$ cat config.mk
export PLATFORM = sky130hd
export DESIGN_NAME = ring_step_monitor
export DESIGN_NICKNAME = d
export VERILOG_FILES = /design/src/rtl/ring_pkg.sv /design/src/rtl/ring_sync.sv /design/src/rtl/ring_step_monitor.sv
export SDC_FILE = /design/constraint.sdc
export NUM_CORES = 1
export LEC_CHECK = 0
export CAP_MARGIN = 20
export CORE_ASPECT_RATIO = 2
export CORE_UTILIZATION = 46
export CTS_CLUSTER_SIZE = 20
export DETAILED_ROUTE_END_ITERATION = 16
export PLACE_DENSITY = 0.8
export SLEW_MARGIN = 30
export SYNTH_ARGS = -nofsm -noshare
export SYNTH_HDL_FRONTEND = slang
export SYNTH_SLANG_ARGS = --single-unit
$ cat constraint.sdc
create_clock -name clock -period 1.6 [get_ports clock]
set_input_delay 0.32 -clock clock [delete_from_list [all_inputs] [get_ports clock]]
set_output_delay 0.32 -clock clock [all_outputs]
set_load 0.005 [all_outputs]
$ cat src/rtl/ring_pkg.sv
// Shared encodings and pattern helpers for the ring step monitor.
package ring_pkg;

  localparam int unsigned RING_MAX_W = 32;

  localparam logic [1:0] ACQUIRE = 2'd0;
  localparam logic [1:0] TRACK   = 2'd1;
  localparam logic [1:0] FAULT   = 2'd2;

  localparam logic [1:0] FC_NONE       = 2'b00;
  localparam logic [1:0] FC_NOT_ONEHOT = 2'b01;
  localparam logic [1:0] FC_JUMP       = 2'b10;

  function automatic logic is_onehot(input logic [RING_MAX_W-1:0] v);
    return (v != '0) && ((v & (v - RING_MAX_W'(1))) == '0);
  endfunction

  // Rotate left by one within the low w bits; upper bits of v must be zero.
  function automatic logic [RING_MAX_W-1:0] rotl1(input logic [RING_MAX_W-1:0] v,
                                                  input int unsigned w);
    logic [RING_MAX_W-1:0] mask;
    mask = (w >= RING_MAX_W) ? '1 : ((RING_MAX_W'(1) << w) - RING_MAX_W'(1));
    return ((v << 1) | (v >> (w - 1))) & mask;
  endfunction

  function automatic int unsigned onehot_to_idx(input logic [RING_MAX_W-1:0] v);
    int unsigned idx;
    idx = 0;
    for (int unsigned i = 0; i < RING_MAX_W; i++) begin
      if (v[i]) idx = i;
    end
    return idx;
  endfunction

endpackage

$ cat src/rtl/ring_sync.sv
// Multi-stage synchronizer for a bus of independent asynchronous bits, reset to zero.
module ring_sync #(
  parameter int unsigned WIDTH  = 4,
  parameter int unsigned STAGES = 2
) (
  input  logic             clock,
  input  logic             reset,
  input  logic [WIDTH-1:0] async_in,
  output logic [WIDTH-1:0] sync_out
);

  logic [WIDTH-1:0] sync_q [STAGES];

  always_ff @(posedge clock or posedge reset) begin
    if (reset) begin
      for (int i = 0; i < int'(STAGES); i++) sync_q[i] <= '0;
    end else begin
      sync_q[0] <= async_in;
      for (int i = 1; i < int'(STAGES); i++) sync_q[i] <= sync_q[i-1];
    end
  end

  assign sync_out = sync_q[STAGES-1];

endmodule

$ cat src/rtl/ring_step_monitor.sv
// Validates and tracks a one-hot ring counter crossing into the board clock domain.
// Optional glitch filter on the synchronised pattern: RING_STABLE_FILTER_EN.
module ring_step_monitor
  import ring_pkg::*;
#(
  parameter int unsigned WIDTH         = 4,
  parameter int unsigned CNT_W         = 8,
  parameter int unsigned SYNC_STAGES   = 2,
  parameter int unsigned STABLE_CYCLES = 4
) (
  input  logic                     clock,
  input  logic                     reset,
  input  logic [WIDTH-1:0]         ring_in,
  input  logic                     clear_err,
  output logic [$clog2(WIDTH)-1:0] pos,
  output logic                     locked,
  output logic                     step_pulse,
  output logic                     rotation_pulse,
  output logic [CNT_W-1:0]         rev_count,
  output logic                     fault,
  output logic [1:0]               fault_code
);

  localparam int unsigned PosW = $clog2(WIDTH);

  logic [WIDTH-1:0] sample;
  logic [WIDTH-1:0] eval_pat;
  logic [WIDTH-1:0] prev_q;

  ring_sync #(
    .WIDTH  (WIDTH),
    .STAGES (SYNC_STAGES)
  ) u_sync (
    .clock    (clock),
    .reset    (reset),
    .async_in (ring_in),
    .sync_out (sample)
  );

`ifdef RING_STABLE_FILTER_EN
  localparam int unsigned CntW = $clog2(STABLE_CYCLES + 1);

  logic [WIDTH-1:0] cand_q;
  logic [WIDTH-1:0] accepted_q;
  logic [CntW-1:0]  stable_cnt_q;

  // A candidate is promoted once it has been seen STABLE_CYCLES times in a row.
  always_ff @(posedge clock or posedge reset) begin
    if (reset) begin
      cand_q       <= '0;
      accepted_q   <= '0;
      stable_cnt_q <= '0;
    end else if (sample != cand_q) begin
      cand_q       <= sample;
      stable_cnt_q <= CntW'(1);
    end else begin
      if (stable_cnt_q < CntW'(STABLE_CYCLES)) stable_cnt_q <= stable_cnt_q + CntW'(1);
      if (stable_cnt_q >= CntW'(STABLE_CYCLES - 1)) accepted_q <= cand_q;
    end
  end

  assign eval_pat = accepted_q;
`else
  logic unused_stable;
  assign unused_stable = (STABLE_CYCLES == 0);
  assign eval_pat      = sample;
`endif

  logic [RING_MAX_W-1:0] eval_ext;
  logic [RING_MAX_W-1:0] prev_ext;
  assign eval_ext = RING_MAX_W'(eval_pat);
  assign prev_ext = RING_MAX_W'(prev_q);

  logic [1:0]      state_q, state_d;
  logic [PosW-1:0] pos_q, pos_d, pos_inc;
  logic [CNT_W-1:0] rev_q, rev_d;
  logic [1:0]      code_q, code_d;
  logic            step_q, step_d;
  logic            rot_q, rot_d;
  logic            locked_q, fault_q;

  assign pos_inc = pos_q + PosW'(1);

  always_comb begin
    state_d = state_q;
    pos_d   = pos_q;
    rev_d   = rev_q;
    code_d  = code_q;
    step_d  = 1'b0;
    rot_d   = 1'b0;
    case (state_q)
      ACQUIRE: begin
        if (is_onehot(eval_ext)) begin
          state_d = TRACK;
          pos_d   = PosW'(onehot_to_idx(eval_ext));
        end
      end
      TRACK: begin
        if (eval_ext == prev_ext) begin
          state_d = TRACK;
        end else if (eval_ext == rotl1(prev_ext, WIDTH)) begin
          step_d = 1'b1;
          pos_d  = pos_inc;
          if (pos_inc == '0) begin
            rot_d = 1'b1;
            rev_d = rev_q + CNT_W'(1);
          end
        end else begin
          state_d = FAULT;
          code_d  = is_onehot(eval_ext) ? FC_JUMP : FC_NOT_ONEHOT;
        end
      end
      FAULT: begin
        if (clear_err) begin
          state_d = ACQUIRE;
          code_d  = FC_NONE;
        end
      end
      default: begin
        state_d = ACQUIRE;
        code_d  = FC_NONE;
      end
    endcase
  end

  always_ff @(posedge clock or posedge reset) begin
    if (reset) begin
      state_q  <= ACQUIRE;
      prev_q   <= '0;
      pos_q    <= '0;
      rev_q    <= '0;
      code_q   <= FC_NONE;
      step_q   <= 1'b0;
      rot_q    <= 1'b0;
      locked_q <= 1'b0;
      fault_q  <= 1'b0;
    end else begin
      state_q  <= state_d;
      prev_q   <= eval_pat;
      pos_q    <= pos_d;
      rev_q    <= rev_d;
      code_q   <= code_d;
      step_q   <= step_d;
      rot_q    <= rot_d;
      locked_q <= (state_d == TRACK);
      fault_q  <= (state_d == FAULT);
    end
  end

  assign pos            = pos_q;
  assign locked         = locked_q;
  assign step_pulse     = step_q;
  assign rotation_pulse = rot_q;
  assign rev_count      = rev_q;
  assign fault          = fault_q;
  assign fault_code     = code_q;

endmodule

# [After elaboration in Yosys (flattened, before gate mapping)]
# Cells that the tools add are included.
[totals] register_bits=30 input_bits=7 output_inout_bits=16 word_cells=62
[classes] addsub=3 n_eq_ne=11 mux=24 n_bitwise=4 reduce_logical=9
[ops] operator="$and 4x32->32" n=1
[ops] operator="$logic_not 32->1" n=1
[ops] operator="$reduce_bool 32->1" n=1
[ops] operator="$mux 2" n=13
[ops] operator="$pmux 2 s3" n=2
[ops] operator="$reduce_and 4->1" n=3
[ops] operator="$ne 2x2->1 const B" n=5
[ops] operator="$add 8x1->8 const B" n=1
[ops] operator="$eq 4x4->1" n=2
[ops] operator="$mux 1" n=8
[ops] operator="$sub 4x1->5 const B" n=1
[ops] operator="$eq 2x1->1 const B" n=2
[ops] operator="$eq 2x2->1 const B" n=2
[ops] operator="$logic_not 2->1" n=2
[ops] operator="$or 4x1->4" n=1
[ops] operator="$pmux 2 s2" n=1
[ops] operator="$add 2x1->2 const B" n=1
[ops] operator="$not 1->1" n=2
[ops] operator="$reduce_bool 2->1" n=1
[ops] operator="$logic_and 1x1->1" n=1

# [Logic depth before layout (Yosys ltp)]
[logic_depth] depth_word=8 depth_mapped=6 depth_no_buf=5

# [Modules after synthesis]
# From an unflattened synthesis, not the netlist that was laid out.
[hier_totals] hier_cells=111 hier_area_um2=1365.1
[modules_own_cells] mod="ring_step_monitor" instances=1 cells_each=98 area_per_inst_um2=1131.1 seq_area_each_um2=550.5
[modules_own_cells] mod="ring_sync" instances=1 cells_each=13 area_per_inst_um2=234.0 seq_area_each_um2=200.2

# [Least setup slack after synthesis]
# No wires, ideal clock.
[synth_path] kind="register -> register" start="register u_sync.sync_q (netlist bit u_sync.sync_out[1])" end="register pos_q[1] (netlist: pos[1])" setup_time_ps=125 arrival_ps=1636 t_required_ps=1475 slack_ps=-160 stages_incl_launch_ff=7 n_path_buf=1 path_cell_list="dfrtp_1 > buf_2 > xor2_1 > nor4_4 > nor3_4 > a21oi_2 > mux2_2"
[synth_via] elab_chain_len=6 word_cells_on_any_way=11 classes_between="1 x add/sub; 5 x eq/ne; 1 x bitwise; 4 x reduce/logical"
[synth_rtl] element="from (decl)" line="ring_sync.sv:12" source="logic [WIDTH-1:0] sync_q [STAGES];"
[synth_rtl] element="$sub 4x1->5" line="ring_pkg.sv:15" source="return (v != '0) && ((v & (v - RING_MAX_W'(1))) == '0);"
[synth_rtl] element="$and 4x32->32" line="ring_pkg.sv:15"
[synth_rtl] element="$logic_not 32->1" line="ring_pkg.sv:15"
[synth_rtl] element="$logic_and 1x1->1" line="ring_pkg.sv:15"
[synth_rtl] element="$ne 2x2->1 (no source line)"
[synth_rtl] element="$reduce_and 4->1 (no source line) (*)"
[synth_rtl] element="to (signal assigned)" line="ring_step_monitor.sv:140" source="pos_q <= pos_d;"
[synth_rtl] element="to (decl)" line="ring_step_monitor.sv:75" source="logic [PosW-1:0] pos_q, pos_d, pos_inc;"
# Every way passes the cells marked *; elsewhere a longest branch is shown, timed or not.
# A chain may end at the register's enable or synchronous reset.

# [Worst setup path after layout]
[layout_path] start="register prev_q[3]" end="register pos_q[1] (netlist: pos[1])"
[layout_via] elab_chain_len=4 word_cells_on_any_way=6 classes_between="4 x eq/ne; 1 x bitwise; 1 x reduce/logical"
[layout_rtl] element="from (decl)" line="ring_step_monitor.sv:28" source="logic [WIDTH-1:0] prev_q;"
[layout_rtl] element="from (signal assigned)" line="ring_step_monitor.sv:139" source="prev_q <= eval_pat;"
[layout_rtl] element="$or 4x1->4" line="ring_pkg.sv:23" source="return ((v << 1) | (v >> (w - 1))) & mask;"
[layout_rtl] element="$eq 4x4->1" line="ring_step_monitor.sv:101" source="end else if (eval_ext == rotl1(prev_ext, WIDTH)) begin"
[layout_rtl] element="$ne 2x2->1 (no source line)"
[layout_rtl] element="$reduce_and 4->1 (no source line) (*)"
# Marked as above.

==> results summary <==
The peak supply drop is 0.753 mV. The initial antenna violation count is 0. For this run, the leading register cell type out of synthesis is dfrtp_1. The internal reg-to-reg setup slack is -0.18 ns. The total wire length is 2910 um. In this run the critical register-to-register path is launched from prev_q[3]. The I/O pin count is 23.

The number of nets with antenna violations after routing is 0. The number of warnings printed during yosys synthesis came out at 0. The longest clock path from root to sink contains 2 buffers. The remaining max-slew budget at the tightest pin is 0.747. Summing all placed instances gives a cell area of 1660 um2. Dividing the detail-routed via count by the number of cells gives between 5 and 6. The clock tree skew after final layout is around 0.0062 ns. The die height came out at between 70 and 80 um.

The cell area that synthesis handed to floorplanning was 1300 um2. The post-route total power came out at 2.50 mW. The worst hold slack across all endpoints came out at roughly 0.35 ns.

STA classifies the critical path endpoint as a flip-flop. The critical path goes through xor2_2, nor4_4, buf_4, nor3_4, buf_6, a21oi_4, mux2_4. The measured slew at the worst slew-check pin came out at 0.380 ns. The start-to-end type of the worst setup path is flip-flop to flip-flop. The initial core utilization is 0.481. The core region area is 2700 um2. The level count of the clock H-tree is 2. The proportion of synthesized chip area in sequential cells is 0.577. The root buffer cell chosen for the clock tree is clkbuf_8. The repair_antennas step left the layout with diodes totalling 0.

The number of hold-slack violations in the final timing report came to 0. Once detailed placement completed, the half-perimeter wirelength came to 1920 um. The clock transition at the registers of the reported paths is 0.06 ns. The instance count along the most critical hold path came out at 0. The largest net degree at the start of global routing is 31. The most common library cell in the layout ignoring fill and taps is dfrtp_1. The total overflow left after global routing is 0. The via count of the first global-routing pass came out at 1008.

Setup repair after global routing could not meet its margin everywhere. The time the worst path needs with I/O delays and setup is between 1.5 and 2 ns. The slowest stage of the critical path belongs to the cell dfrtp_1.

The post-layout instance area is 1950 um2. The kind of launch point of the worst setup path is a flip-flop. The count of flip-flops with a built-in enable after synthesis is 0. The synthesized area per cell is between 10 and 15 um2. The number of buffers created by CTS came out at 5.

The first-pass GRT wire length came out at about 4400 um. The total nets after synthesis came out at 109. The distinct cell type count of the synthesized netlist came out at 34.

The synthesis-stage register bit count is 30. The port buffer count is 22. Across all setup checks in the final design, the least slack found is -0.177 ns. The destination of the worst hold path is u_sync.sync_out[1]. The average wire per standard cell is 16.6 um. The first detailed-routing pass took 4 iterations. In the finished design, the share of the clock period the worst path needs comes to 1.11. The critical path data arrival time is 1.95 ns. The number of clock sinks seen by CTS came out at 30. In this run the worst hold path is classified as flip-flop to flip-flop. The DRC violation count after routing is 0. The count of maximum capacitance violations came out at 0.

The cell area power density came out at 1280 nW/um2. In the synthesized netlist the async set-or-reset flop fraction comes to 1.00. The total global routing track utilization came out at 0.219.

The later pin in the worst-skew pair is clocked with a latency of 0.28 ns. The library cells used most frequently in the layout, excluding fill and tap cells, are dfrtp_1 (24), clkdlybuf4s50_1 (22), buf_4 (15). TritonCTS built the clock tree. In this run the static leakage power is 0.864 nW. The number of setup violations in the final report came out at 12. The instance count of the mapped netlist is 100. The worst reg2reg path endpoint is pos[1]. The net count of the finished layout is 155. The weighted congestion reported at the end of routability-driven placement came out at a little over 0.8. The number of buffers added to fix hold violations after cts came out at 0. After the first detailed-routing iteration, the DRC count stood at 20. The die covers 3060 um2. The highest cell delay on the worst timing path came out at 0.42 ns.

STA puts the critical path data required time at 1.77 ns. The site row count came out at 27. The final route contains between 900 and 1000 vias. The number of slew-limit violations in the final report came out at 0. Measured on the finished design, the core utilization comes to 0.722. The largest fanout on the critical path is 4.

The horizontal die dimension came out at 39.6 um. The fraction of layout instances using a drive strength above 1 is 0.422. Relative to the synthesized area, the layout overhead comes to 50.0%. The depth of the worst register-to-register path is 7.

Based on the critical path, the design can be clocked at up to 563 MHz. In this run the most critical hold path is launched from u_sync.sync_q[5]. The checks that failed: setup timing. The flow ran to the end, but the final reports show violations.
==> Yosys cell counts, types with 3 or more instances <==
cell,n,area [um2]
inv_1,3,11.3
xnor2_1,11,96.3
nand3_1,5,25.0
nor2_1,5,18.8
xor2_1,6,52.6
dfrtp_1,30,751
==> worst max-delay path: cells and delay by family, from the launching register on <==
| family | cells | cell delay (ns) |
|---|---|---|
| compound gates | 1 | 0.11 |
| xor+xnor | 1 | 0.20 |
| flops | 1 | 0.42 |
| buf+inv | 2 | 0.32 |
| simple gates | 2 | 0.32 |
| mux | 1 | 0.30 |
==> sequential cells by signal, summed over array words and instances (netlist names) <==
| signal | cells |
|---|---|
| pos | 2 |
| rotation_pulse | 1 |
| u_sync.sync_q | 4 |
| u_sync.sync_out | 4 |
| rev_count | 8 |
| fault_code | 2 |
| state_q | 2 |
| fault | 1 |
| step_pulse | 1 |
| prev_q | 4 |
| locked | 1 |
==> worst max path at each step <==
stage	from	endpoint	slack, ns	depth (start not counted)
3_5_place_dp	u_sync.sync_out[0]	pos[0]	-0.28	5
5_1_grt	prev_q[3]	pos[1]	-0.24	7
3_3_place_gp	u_sync.sync_out[3]	pos[1]	-0.18	5
2_1_floorplan	u_sync.sync_out[3]	pos[1]	-0.13	6
6_report	prev_q[3]	pos[1]	-0.18	7
4_1_cts	prev_q[1]	pos[1]	-0.18	7
==> what timing repair did <==
| item | 4_1_cts | 5_1_grt |
|---|---|---|
| gates resized for setup | 10 | 23 |
| pin swaps | 6 | 13 |
| setup buffers | 3 | 4 |
| setup endpoints to repair | 17 | 18 |
==> logic make-up after synthesis <==
kind of cell,after synthesis,synth area share
flip-flops,30,0.577
AND/OR/NAND/NOR,27,0.140
XOR/XNOR,18,0.127
AO/OA/AOI/OAI,13,0.0750
buffers and inverters,7,0.0337
multiplexers,3,0.0279
adder cells (fa/ha/maj),2,0.0192
==> report_power, final <==
| group | total (mW) | internal, mW | switching (mW) |
|---|---|---|---|
| combinational | 0.820 | 0.454 | 0.365 |
| clock | 0.709 | 0.434 | 0.275 |
| sequential | 0.969 | 0.879 | 0.0903 |
| total | 2.50 | 1.77 | 0.731 |
==> per-layer routing <==
metal	wire length, um	vias to the layer above	track usage
met5	0	-	0
met4	89	0	0.141
met3	66	7	0.0434
met2	1680	22	0.374
met1	1080	475	0.214
li1	-	435	-
==> final cells by class <==
| cell class | instances | area (um2) |
|---|---|---|
| well taps | 29 | 36.3 |
| repair buffers | 43 | 400 |
| clock buffers | 8 | 110 |
| fillers | 195 | 751 |
| multi-input cells | 63 | 636 |
| flip-flops and latches | 30 | 758 |
| inverters | 3 | 11.3 |
==> per-stage QoR <==
step / setup WS (ns) / setup TNS [ns] / cells
2_1_floorplan: -0.128 / -0.370 / 100
3_3_place_gp: -0.183 / -1.70 / 162
3_5_place_dp: -0.283 / -2.80 / 162
4_1_cts: -0.179 / -0.808 / 173
5_1_grt: -0.238 / -1.92 / 176
6_report: -0.177 / -0.872 / 176
No activity file was read; power rests on OpenSTA's default activity.
